[src/rtl/cpu_control_unit.sv]
// Instruction sequencer for the 8-bit microcontroller: fetch/decode/execute over a
// ready-handshaked memory bus, driving an external combinational ALU.
module cpu_control_unit #(
    parameter logic [7:0] RESET_PC = 8'h00
) (
    input  logic       clk,
    input  logic       rst,
    output logic [7:0] mem_addr,
    output logic       mem_rd,
    output logic       mem_wr,
    output logic [7:0] mem_wdata,
    input  logic [7:0] mem_rdata,
    input  logic       mem_ready,
    output logic [2:0] alu_op,
    output logic [7:0] alu_a,
    output logic [7:0] alu_b,
    input  logic [7:0] alu_result,
    input  logic       alu_zero,
    output logic [7:0] acc,
    output logic [7:0] pc,
    output logic       zero,
    output logic       halted
);

    typedef enum logic [2:0] {
        StStart,
        StFetch,
        StOperand,
        StRead,
        StWrite,
        StExec,
        StHalt
    } state_e;

    state_e     state_q, state_d;
    logic [7:0] pc_q, pc_d;
    logic [7:0] acc_q, acc_d;
    logic [7:0] ir_q, ir_d;
    logic [7:0] opr_q, opr_d;
    logic [7:0] mdr_q, mdr_d;
    logic       zero_q, zero_d;

    logic [3:0] opcode;
    logic [3:0] fetch_op;
    logic       fetch_two_byte;

    assign opcode   = ir_q[7:4];
    assign fetch_op = mem_rdata[7:4];
    // Opcodes 0x1-0x7 except ALUU (0x4) carry an operand byte.
    assign fetch_two_byte = (fetch_op >= 4'h1) && (fetch_op <= 4'h7) && (fetch_op != 4'h4);

    always_ff @(posedge clk or posedge rst) begin
        if (rst) begin
            state_q <= StStart;
            pc_q    <= RESET_PC;
            acc_q   <= 8'h00;
            ir_q    <= 8'h00;
            opr_q   <= 8'h00;
            mdr_q   <= 8'h00;
            zero_q  <= 1'b0;
        end else begin
            state_q <= state_d;
            pc_q    <= pc_d;
            acc_q   <= acc_d;
            ir_q    <= ir_d;
            opr_q   <= opr_d;
            mdr_q   <= mdr_d;
            zero_q  <= zero_d;
        end
    end

    always_comb begin
        state_d  = state_q;
        pc_d     = pc_q;
        acc_d    = acc_q;
        ir_d     = ir_q;
        opr_d    = opr_q;
        mdr_d    = mdr_q;
        zero_d   = zero_q;
        mem_rd   = 1'b0;
        mem_wr   = 1'b0;
        mem_addr = pc_q;

        case (state_q)
            StStart: state_d = StFetch;
            StFetch: begin
                mem_rd = 1'b1;
                if (mem_ready) begin
                    ir_d    = mem_rdata;
                    pc_d    = pc_q + 8'h01;
                    state_d = fetch_two_byte ? StOperand : StExec;
                end
            end
            StOperand: begin
                mem_rd = 1'b1;
                if (mem_ready) begin
                    opr_d   = mem_rdata;
                    pc_d    = pc_q + 8'h01;
                    state_d = StFetch;
                    case (opcode)
                        4'h1, 4'h3: state_d = StRead;
                        4'h2:       state_d = StWrite;
                        4'h5:       pc_d = mem_rdata;
                        4'h6:       if (zero_q) pc_d = mem_rdata;
                        4'h7:       if (!zero_q) pc_d = mem_rdata;
                        default:    ;
                    endcase
                end
            end
            StRead: begin
                mem_rd   = 1'b1;
                mem_addr = opr_q;
                if (mem_ready) begin
                    mdr_d   = mem_rdata;
                    state_d = StExec;
                end
            end
            StWrite: begin
                mem_wr   = 1'b1;
                mem_addr = opr_q;
                if (mem_ready) state_d = StFetch;
            end
            StExec: begin
                state_d = StFetch;
                case (opcode)
                    4'h1: begin
                        acc_d  = mdr_q;
                        zero_d = (mdr_q == 8'h00);
                    end
                    4'h3, 4'h4: begin
                        acc_d  = alu_result;
                        zero_d = alu_zero;
                    end
                    4'hF:    state_d = StHalt;
                    default: ;
                endcase
            end
            StHalt:  state_d = StHalt;
            default: state_d = StStart;
        endcase
    end

    assign alu_op    = ir_q[2:0];
    assign alu_a     = acc_q;
    assign alu_b     = (opcode == 4'h3) ? mdr_q : 8'h00;
    assign mem_wdata = acc_q;
    assign acc       = acc_q;
    assign pc        = pc_q;
    assign zero      = zero_q;
    assign halted    = (state_q == StHalt);

endmodule
[config.mk]
export PLATFORM = sky130hd
export DESIGN_NAME = cpu_control_unit
export DESIGN_NICKNAME = d
export VERILOG_FILES = /design/src/rtl/cpu_control_unit.sv
export SDC_FILE = /design/constraint.sdc
export NUM_CORES = 1
export LEC_CHECK = 0
export ABC_AREA = 1
export CAP_MARGIN = 20
export CORE_UTILIZATION = 53
export CTS_BUF_LIST = sky130_fd_sc_hd__clkbuf_8
export CTS_CLUSTER_SIZE = 30
export DETAILED_ROUTE_END_ITERATION = 8
export PLACE_DENSITY = 0.87
export SLEW_MARGIN = 20
export SYNTH_ARGS = -nofsm -noshare
export SYNTH_HDL_FRONTEND = slang
export SYNTH_SLANG_ARGS = --single-unit
[constraint.sdc]
create_clock -name clk -period 2.7 [get_ports clk]
set_clock_uncertainty 0.1 [all_clocks]
set_input_delay 0.54 -clock clk [delete_from_list [all_inputs] [get_ports clk]]
set_output_delay 0.54 -clock clk [all_outputs]
set_load 0.01 [all_outputs]
==> impl_metrics.toml <==
[critical_path]
crit_family = "simple AND/OR/NAND/NOR gates"
path_class = "reg -> out"
slowest_stage = "clkdlybuf4s50_1"
crit_path_start_kind = "flip-flop"
arrival_ns = 1.92
crit_chain = "nor2_2 -> nand3_4 -> nor2_1 -> clkdlybuf4s50_1"
path_max_fanout = 9
critical_path_buf_inv_count = 1
cp-end-kind = "output pin"
cp.required_ns = 2.06
cpPeakStageDelay_ns = 0.57

[routing]
wl_microns = 6590
drt_iter0_markers = 169
vias = 2528
drc = 0
wire_per_inst_microns = 13.4
via_per_inst = 5.15
ant_nets = 0
dr.pass1.iters = 4

[yosys]
yosysTopAreaCell = "dfrtp_1"
synthTopCellsByCount = "nand2_1, dfrtp_1, inv_1"
ys_warn_count = 0
netlist_top_cells_area = "dfrtp_1, nand2_1, buf_4, inv_1, nor2_1"
synth.ff_latch_count = 43
post_synth_instance_area_sq_um = 2640
synth_top_area_share_pct = 40.7
netlist_instances = 365
seq_area_frac_synth_pct = 40.7
yosysUniqueCellTypes = 27
yosysMostFrequentCell = "nand2_1"
ys.flop_type = "dfrtp_1"
syn_avg_cell_area_sq_um = 7.24
async_flop_share_pct = 100
synth_nets = 386
synth_edf_count = 0

[timing]
worstMarginPinSlew_ns = 0.529
fin_tns_setup_ns = 0
rsz0062_at_grt = "no"
layout_min_cycle_time_ns = 2.56
setup-violations-final = 0
slew_viol_final = 0
whs_ns = 0.392
max_freq_mhz = 391
fin_crit_sh_pct = 94.8
relSlewSlack_pct = 64.7
finalHoldViolations = 0

[placement]
place_congestion = 0.879
port_buffers = 74
dpl.hpwl_microns = 4930

[power]
peakVddDrop_uv = 702
powerDensity_nw_per_um2 = 1160
p_leak_nw = 1.69

[global_routing]
grt_max_degree = 44
grt_pass1_vias = 2434
grt-ovfl-total = 0
grt_pass1_wl_microns = 11000
grt_usage_pct = 27.1
antenna_found_initial = 0

[finish]
drive_gt1_share_pct = 9.67
fillers = 380
diodes = 0
syn2layout_area_growth_pct = 30.3
final_net_count = 444

[cts]
root_buffer = "clkbuf_8"
hold_buffers = 0
clock_latency_ns = 0.30
clkTransAtPathRegs_ns = 0.09
clock_path_buffers = 2
numCtsBuffers = 5
cts.sinks = 43
htree_levels = 2
cts_tree = "yes"

[floorplanning]
die_w_microns = 72.6
io_pins = 75
core_sq_um = 4750
initial_core_util_pct = 55.6
rows = 25
die_height_microns = 72.6
dieArea_sq_um = 5270

[hold_path]
hold_path.class = "reg -> reg"

[outcome]
status = "finished, final reports clean"

[run]
cap_violations = 0
## path summary, 6_finish.rpt
path                                           from                endpoint  slack [ns]  cells after the start
worst max-delay path            ir_q[7]$_DFFE_PP0P_                alu_b[0]        0.14                      4
worst min-delay path            ir_q[1]$_DFFE_PP0P_     ir_q[1]$_DFFE_PP0P_        0.39                      2
worst max register to register  ir_q[4]$_DFFE_PP0P_       pc[4]$_DFFE_PP0P_        0.93                      9
worst min register to register  ir_q[1]$_DFFE_PP0P_     ir_q[1]$_DFFE_PP0P_        0.39                      2
max in group asynchronous                       rst  state_q[0]$_DFFE_PP0P_        1.53                      3
min in group asynchronous                       rst      acc[1]$_DFFE_PP0P_        0.59                      3
## per-layer routing
layer / share of wire (%) / track usage [%] / vias to the layer above
met1: 43 / 33.3 / 1155
met5: 0 / 0 / -
met3: 6.8 / 6.08 / 14
met4: 1.7 / 11.8 / 0
li1: - / - / 1251
met2: 49 / 46.0 / 108
## layout by cell type (no fill, tap or decap), types with 8 or more instances in the layout
| cell | n |
|---|---|
| o21ai_0 | 21 |
| nand2_1 | 112 |
| nand3_1 | 26 |
| clkdlybuf4s50_1 | 66 |
| dlymetal6s2s_1 | 8 |
| dfrtp_1 | 41 |
| nor2_1 | 34 |
| o21ai_1 | 11 |
| inv_1 | 43 |
| a31oi_1 | 8 |
## cell families after synthesis
logic type | synth area share (%)
and+or+nand+nor | 33.0
buffers and inverters | 14.3
AOI/OAI and AO/OA | 10.6
DFF | 40.7
xor gates and xnor gates | 0.994
adders and majority gates | 0.473
## sequential cells by signal (all words and copies together), names as in the netlist
| register | cells |
|---|---|
| acc | 8 |
| state_q | 3 |
| mdr_q | 8 |
| zero | 1 |
| ir_q | 7 |
| pc | 8 |
| opr_q | 8 |
## worst register-to-register path: cells and delay by family (launching register included)
| family | cells | cell delay, ns |
|---|---|---|
| simple gates | 7 | 0.77 |
| buf+inv | 2 | 0.19 |
| flops | 1 | 0.61 |
## repair_timing
item / in CTS / in global routing
gates resized for setup: 3 / 11
setup buffers: 1 / 1
pin swaps: 1 / 0
setup endpoints to repair: 8 / 12
## cell type report
| cell class | count | area, sq um | area share [%] |
|---|---|---|---|
| multi-input cells | 248 | 1210 | 35.2 |
| flip-flops and latches | 43 | 1080 | 31.3 |
| repair buffers | 77 | 796 | 23.1 |
| inverters | 48 | 180 | 5.23 |
| well taps | 67 | 83.8 | 2.44 |
| clock buffers | 5 | 68.8 | 2.00 |
| clock inverters | 3 | 23.8 | 0.691 |
## power breakdown
part / internal (W) / switching, W
Combinational: 0.00107 / 0.00121
Clock: 0.000185 / 0.000246
Sequential: 0.000939 / 0.000352
Total: 0.00219 / 0.00181
## per-stage QoR
step	worst slack, ns	power [W]	instance area, sq um	util (%)	cells
3_5_place_dp	0.151	0.00349	3280	68.9	481
5_1_grt	0.0261	0.00434	3440	72.4	491
6_report	0.141	0.00400	3440	72.4	491
3_3_place_gp	0.248	0.00342	3280	68.9	481
2_1_floorplan	0.798	0.00268	2640	-	365
4_1_cts	0.0136	0.00399	3400	71.6	490
Power figures use the tool's default switching activity.
